<file path="src/rtl/shader_pkg.sv">
// Types shared by the face dispatcher and the shader: face layout, word order and FSM states.
package shader_pkg;

  localparam int WORDS_PER_FACE = 10;

  typedef logic [15:0] coord_t;

  // Order of the words of one face as they sit in scene memory
  typedef enum logic [3:0] {
    W_V1X   = 4'd0,
    W_V1Y   = 4'd1,
    W_V1Z   = 4'd2,
    W_V2X   = 4'd3,
    W_V2Y   = 4'd4,
    W_V2Z   = 4'd5,
    W_V3X   = 4'd6,
    W_V3Y   = 4'd7,
    W_V3Z   = 4'd8,
    W_COLOR = 4'd9
  } word_idx_e;

  typedef enum logic [2:0] {
    IDLE,
    FETCH,
    LAUNCH,
    WAIT,
    FIN
  } disp_state_e;

endpackage

</file>
<file path="src/rtl/face_dispatcher.sv">
// Streams triangle faces from the vertex ROM into operand registers and runs the
// start/done handshake with the shader, one face at a time.
module face_dispatcher
  import shader_pkg::*;
#(
  parameter int ADDR_W = 12,
  parameter int CNT_W  = 8
) (
  input  logic              clk,
  input  logic              reset,
  input  logic              go,
  input  logic [ADDR_W-1:0] base_addr,
  input  logic [CNT_W-1:0]  num_faces,
  output logic [ADDR_W-1:0] mem_addr,
  input  coord_t            mem_rdata,
  output coord_t            v1x,
  output coord_t            v1y,
  output coord_t            v1z,
  output coord_t            v2x,
  output coord_t            v2y,
  output coord_t            v2z,
  output coord_t            v3x,
  output coord_t            v3y,
  output coord_t            v3z,
  output coord_t            pixel_color,
  output logic              start,
  input  logic              done,
  output logic              busy,
  output logic              frame_done
);

  localparam logic [3:0] LAST_ISSUE = 4'(WORDS_PER_FACE - 1);
  localparam logic [3:0] LAST_FCNT  = 4'(WORDS_PER_FACE);

  disp_state_e       state;
  logic [ADDR_W-1:0] ptr;
  logic [CNT_W-1:0]  remaining;
  logic [3:0]        fcnt;
  word_idx_e         cap_idx;

  // ROM data lags its address by one cycle and fcnt trails the issue by one more,
  // so the word landing this edge is fcnt-1.
  assign cap_idx = word_idx_e'(fcnt - 4'd1);

  always_ff @(posedge clk) begin
    if (reset) begin
      state       <= IDLE;
      ptr         <= '0;
      remaining   <= '0;
      fcnt        <= '0;
      mem_addr    <= '0;
      v1x         <= '0;
      v1y         <= '0;
      v1z         <= '0;
      v2x         <= '0;
      v2y         <= '0;
      v2z         <= '0;
      v3x         <= '0;
      v3y         <= '0;
      v3z         <= '0;
      pixel_color <= '0;
      start       <= 1'b0;
      busy        <= 1'b0;
      frame_done  <= 1'b0;
    end else begin
      start      <= 1'b0;
      frame_done <= 1'b0;
      unique case (state)
        IDLE: begin
          if (go) begin
            remaining <= num_faces;
            if (num_faces == '0) begin
              frame_done <= 1'b1;
              state      <= FIN;
            end else begin
              busy     <= 1'b1;
              mem_addr <= base_addr;
              ptr      <= base_addr + ADDR_W'(1);
              fcnt     <= '0;
              state    <= FETCH;
            end
          end
        end

        FETCH: begin
          fcnt <= fcnt + 4'd1;
          if (fcnt < LAST_ISSUE) begin
            mem_addr <= ptr;
            ptr      <= ptr + ADDR_W'(1);
          end
          if (fcnt != 4'd0) begin
            case (cap_idx)
              W_V1X:   v1x         <= mem_rdata;
              W_V1Y:   v1y         <= mem_rdata;
              W_V1Z:   v1z         <= mem_rdata;
              W_V2X:   v2x         <= mem_rdata;
              W_V2Y:   v2y         <= mem_rdata;
              W_V2Z:   v2z         <= mem_rdata;
              W_V3X:   v3x         <= mem_rdata;
              W_V3Y:   v3y         <= mem_rdata;
              W_V3Z:   v3z         <= mem_rdata;
              W_COLOR: pixel_color <= mem_rdata;
              default: ;
            endcase
          end
          if (fcnt == LAST_FCNT) begin
            start <= 1'b1;
            state <= LAUNCH;
          end
        end

        LAUNCH: begin
          state <= WAIT;
        end

        WAIT: begin
          if (done) begin
            remaining <= remaining - CNT_W'(1);
            if (remaining != CNT_W'(1)) begin
              mem_addr <= ptr;
              ptr      <= ptr + ADDR_W'(1);
              fcnt     <= '0;
              state    <= FETCH;
            end else begin
              frame_done <= 1'b1;
              state      <= FIN;
            end
          end
        end

        FIN: begin
          busy  <= 1'b0;
          state <= IDLE;
        end

        default: state <= IDLE;
      endcase
    end
  end

endmodule
</file>
<file path="config.mk">
export PLATFORM = sky130hd
export DESIGN_NAME = face_dispatcher
export DESIGN_NICKNAME = d
export VERILOG_FILES = /design/src/rtl/shader_pkg.sv /design/src/rtl/face_dispatcher.sv
export SDC_FILE = /design/constraint.sdc
export NUM_CORES = 1
export LEC_CHECK = 0
export CORE_AREA = 3 3 148 150
export DETAILED_ROUTE_END_ITERATION = 8
export DIE_AREA = 0 0 151 153
export GPL_ROUTABILITY_DRIVEN = 0
export PLACE_DENSITY_LB_ADDON = 0.15
export SYNTH_ARGS = -nofsm -noshare
export SYNTH_HDL_FRONTEND = slang
export SYNTH_SLANG_ARGS = --single-unit
</file>
<file path="constraint.sdc">
create_clock -name clk -period 2.41 [get_ports clk]
set_input_delay 0.482 -clock clk [delete_from_list [all_inputs] [get_ports clk]]
set_output_delay 0.482 -clock clk [all_outputs]
set_load 0.02 [all_outputs]
</file>
# Word-level counts from Yosys, hierarchy flattened

Cells that the tools add are included.

Reduce and logical (&&, ||, !) cells: 23
Equal/unequal tests: 21
Bitwise logic cells: 1
Muxes and demuxes: 35
Add/subtract/negate cells: 5
Order comparisons: 1

Operators with widths:

| operator                                               | number |
|---|---|
| 2-to-1 mux 12 bit                                      | 10 |
| case mux 12 bit (3 select lines)                       | 2 |
| AND reduction 3 bit                                    | 13 |
| adder 12 x 1 -> 12 bit (second input constant)         | 2 |
| equality test 4 x 3 -> 1 bit (second input constant)   | 4 |
| 2-to-1 mux 4 bit                                       | 4 |
| 2-to-1 mux 8 bit                                       | 2 |
| case mux 8 bit (2 select lines)                        | 1 |
| 2-to-1 mux 3 bit                                       | 5 |
| equality test 4 bit (second input constant)            | 3 |
| inequality test 2 bit (second input constant)          | 6 |
| case mux 3 bit (4 select lines)                        | 1 |
| case mux 4 bit (3 select lines)                        | 1 |
| equality test 4 x 2 -> 1 bit (second input constant)   | 2 |
| logical NOT 8 bit                                      | 1 |
| inequality test 8 x 1 -> 1 bit (second input constant) | 1 |
| subtractor 8 x 1 -> 8 bit (second input constant)      | 1 |
| 2-to-1 mux 1 bit                                       | 7 |
| equality test 3 x 2 -> 1 bit (second input constant)   | 2 |
| AND reduction 6 bit                                    | 1 |
| AND reduction 5 bit                                    | 1 |
| adder 4 x 1 -> 4 bit (second input constant)           | 1 |
| equality test 4 x 1 -> 1 bit (second input constant)   | 1 |
| logical NOT 4 bit                                      | 1 |
| 11 further kinds                                       | 13 |

Input port bits: 40
Output and inout bits: 175
Word-level logic and storage cells: 104
Bits in registers: 202

# Logic depth before layout (Yosys ltp)

Word-level depth: 4
Depth in mapped cells: 9
Mapped depth without buffers: 8

# Worst setup path before layout

No wires, ideal clock.

Path kind: register to register
From: reg fcnt[0]
To: reg v1y[10]
Cell stages (with the launch flop): 10
Arrival time: 2.087 ns
Period minus slack after synthesis: 2.215 ns
Path buffers: 1
Slack: 0.195 ns
Library setup time: 0.128 ns
Required time: 2.282 ns
Cells stage by stage: dfxtp_1 > inv_1 > ha_1 > xor2_1 > nor3_1 > and2_1 > nand2_2 > buf_4 > mux2i_1 > nor2_1

Word-level cells in the longest chain between the ends: 3
Elaborated cells between the ends (all ways): 4
Those cells by class: add/sub: 1; eq/ne: 1; reduce/logical: 2

RTL lines:

| element                           | RTL line              | RTL |
|---|---|---|
| start, declared                   | face_dispatcher.sv:38 | `logic [3:0] fcnt;` |
| start signal, assigned            | face_dispatcher.sv:86 | `fcnt <= fcnt + 4'd1;` |
| subtractor 4 x 1 -> 4 bit         | face_dispatcher.sv:43 | `assign cap_idx = word_idx_e'(fcnt - 4'd1);` |
| equality test 4 x 1 -> 1 bit      | face_dispatcher.sv:92 | `case (cap_idx)` |
| AND reduction 3 bit (no line) (*) | n/a                   |  |
| end signal, assigned              | face_dispatcher.sv:94 | `W_V1Y: v1y <= mem_rdata;` |
| end, declared                     | face_dispatcher.sv:17 | `output coord_t v1y,` |

Mark *: on every way between the ends. The rest lies on a longest branch, timed or not.
A chain may end at the register's enable or synchronous reset.

# Worst setup path after layout

From: reg fcnt[1]
To: reg v1y[9]

The elaborated chain is that of the path after synthesis.

==> summary.md <==
| Metric | Value |
|---|---|
| Syn Inst Count | `883` |
| Clk pin slew, worst setup/hold paths | `0.06 ns` |
| Vias | `6890` |
| Top-area cell type share of the netlist area | `0.494` |
| Final ANT Viol Nets | `0` |
| DRC | `0` |
| R2r worst-path depth | `8` |
| DPL Wire Length | `16200 µm` |
| Required time worst endpoint | `2.78 ns` |
| Layout Nets | `1143` |
| Post-synth EDFFs | `0` |
| Count of cell types in the netlist | `58` |
| Clock Latency Late Sink | `0.50 ns` |
| Initial antenna violation count | `0` |
| Pin count of the biggest net entering global routing | `73` |
| WL met2 | `10600 µm` |
| First-pass GRT wire length | `36600 µm` |
| Final Cycle Share | `0.902` |
| Hold crit path type | `in2reg` |
| Vias in the first global route | `6445` |
| Core ar. | `0.0208 mm²` |
| Area contributors post-synth | `dfxtp_1, mux2i_1, nor2_1` |
| CTS tree | `done` |
| Synthesis warning total | `0` |
| Met1 WL | `10800 µm` |
| Pre-CTS setup slack | `-0.0571 ns` |
| Cts bufs inserted | `23` |
| Area Growth Syn to Fin | `40.8%` |
| GRT Residual Overflow | `0` |
| Share of cells above drive strength 1 | `0.0830` |
| Post-route worst setup slack | `0.237 ns` |
| Setup_tns | `0 ns` |
| Crit Path Category | `reg2reg` |
| Clk sinks | `202` |
| Effective utilization at floorplan | `0.393` |
| Fillers | `1953` |
| Minimum clock period | `2.17 ns` |
| FMAX | `460 MHz` |
| Syn_nets | `930` |
| Pwr dens | `656 mW/mm²` |
| Diodes inserted | `0` |
| RSZ-0062 raised after global routing | `no` |
| Yosys top cell by area | `dfxtp_1` |
| First-pass iteration count of the detailed router | `5` |
| Max VDD drop | `0.452 mV` |
| Vias per cell | `4.98` |
| Worst setup EP type | `flip-flop` |
| WL/cell | `17.1 µm` |
| Setup violations, final | `0` |
| Max cap viols | `0` |
| Status | `complete, no violations` |
| DRT iter0 DRCs | `419` |
| WL final | `23600 µm` |
| I/O Pins | `215` |
| Std cell rows | `53` |
| Post-Syn Area per Cell | `9.28 µm²` |
| Measured slew at the worst slew-check pin | `0.749 ns` |
| Die Height | `153 µm` |
| Root Buffer Master | `clkbuf_16` |
| Post-synthesis register bit count | `202` |
| Top routing layer used | `met4` |
| FFs w/ async S/R, synth | `0` |
| Pins Over Slew Limit | `0` |
| Total die area | `0.0231 mm²` |
| Synthesized cell area | `0.00819 mm²` |
| Final hold viol count | `0` |
| Crit Path Max Fanout | `16` |
| Leak | `5.17 nW` |
| Clock Skew | `0.0200 ns` |
| # port buffers | `214` |
| Die W | `151 µm` |
| H-Tree Depth | `1` |
| Total Routing Usage GR | `0.197` |
| CP Launch Type | `flip-flop` |
| Post-synth top flop | `dfxtp_1` |
| Sequential share of the synthesized area | `0.494` |
| Worst Hold Path Cells | `2` |
| Arrival time worst endpoint | `2.54 ns` |
| Met3 WL | `1900 µm` |
| Slew HR | `0.496` |
| CTS Buffer Depth | `3` |
-- worst max-delay path, stage by stage (launching register included) --
cell     delay (ns)
dfxtp_1        0.42
inv_1          0.11
ha_1           0.24
xor2_1         0.16
nor3_1         0.19
and2_1         0.26
nand2_2        0.35
mux2i_1        0.26
nor2_1         0.06
-- cells in the mapped netlist, types with 5 or more instances --
master    instances
clkbuf_1         46
o21ai_0          17
inv_1             6
nor2_1          183
nor3_1           12
mux2i_1         150
a21oi_1          38
a31oi_1           7
nand2_1          78
nand3_1          16
buf_2            12
buf_4             7
nand2_2           6
ha_1              7
a311oi_1          7
a211oi_1         11
nor4_1            6
a22oi_1           5
dfxtp_1         202
-- stage by stage --
stage	utilization	instance area, µm²	hold WS, ns	std cells	power [mW]
after detailed placement	0.518	10800	0.448	1346	4.15
after CTS	0.554	11500	0.386	1384	7.66
after global routing	0.554	11500	0.415	1384	7.85
after global placement	0.518	10800	0.442	1346	4.15
final	0.554	11500	0.400	1384	7.56
after floorplan	-	8190	0.440	883	3.87
-- cell type report --
| class | count | area (µm²) | area share |
|---|---|---|---|
| Multi-Input combinational cell | 607 | 3820 | 0.332 |
| Clock buffer | 31 | 636 | 0.0551 |
| Clock inverter | 7 | 114 | 0.00988 |
| Timing Repair Buffer | 256 | 2550 | 0.221 |
| Tap cell | 275 | 344 | 0.0298 |
| Sequential cell | 202 | 4040 | 0.351 |
| Inverter | 6 | 22.5 | 0.00195 |
-- final timing paths --
check | start | slack [ns] | to
worst min register to register | v2x[15]$_SDFFE_PP0P_ | 0.45 | v2x[15]$_SDFFE_PP0P_
worst min-delay path | reset | 0.40 | state[2]$_SDFFE_PP0P_
worst max-delay path | fcnt[1]$_SDFFE_PP0P_ | 0.24 | v1y[9]$_SDFFE_PP0P_
worst max register to register | fcnt[1]$_SDFFE_PP0P_ | 0.24 | v1y[9]$_SDFFE_PP0P_
-- logic make-up after synthesis --
kind of cell	after synthesis	share of synthesized area
fa+ha+maj	7	0.0107
compound gates	108	0.0851
simple gates	335	0.178
xor+xnor	5	0.00535
buf+inv	74	0.0399
flops	202	0.494
mux	152	0.187
-- what timing repair did --
item | 4_1_cts | 5_1_grt
buffers inserted | 0 | 0
resized for setup | 0 | 1
hold buffers | 0 | 0
endpoints found under the setup margin | 0 | 2
-- routing by layer --
layer  track usage  up-vias
met5             0        -
met1         0.271     3219
li1              -     3447
met3        0.0584       29
met4        0.0367        0
met2         0.310      195
-- flip-flops by register name, summed over array words and instances, names as in the netlist, 3 cells and up --
signal,count
v1z,16
fcnt,4
ptr,12
remaining,8
v3x,16
v1y,16
v3y,16
mem_addr,12
state,3
v2x,16
pixel_color,16
v2y,16
v3z,16
v1x,16
v2z,16
-- where the power goes --
part / leakage, nW / switching [mW] / internal [mW]
sequential: 1.63 / 0.0450 / 3.40
clock: 0.369 / 1.32 / 2.15
combinational: 3.16 / 0.369 / 0.267
total: 5.17 / 1.74 / 5.82
-- layout by cell type, fill, tap and decap left out, drive strengths merged, types with 3 or more instances in the layout --
| cell | n |
|---|---|
| a211oi | 11 |
| a21o | 3 |
| a21oi | 38 |
| a22oi | 5 |
| a311oi | 7 |
| a31oi | 7 |
| and2 | 3 |
| and3 | 4 |
| buf | 43 |
| bufinv | 3 |
| clkbuf | 31 |
| clkdlybuf4s50 | 213 |
| clkinv | 4 |
| dfxtp | 202 |
| ha | 7 |
| inv | 6 |
| mux2i | 151 |
| nand2 | 84 |
| nand2b | 5 |
| nand3 | 18 |
| nand3b | 4 |
| nor2 | 183 |
| nor3 | 13 |
| nor4 | 7 |
| o21ai | 17 |
| o22ai | 3 |
| xor2 | 3 |
Note: power is estimated with default switching activity, not from simulation.
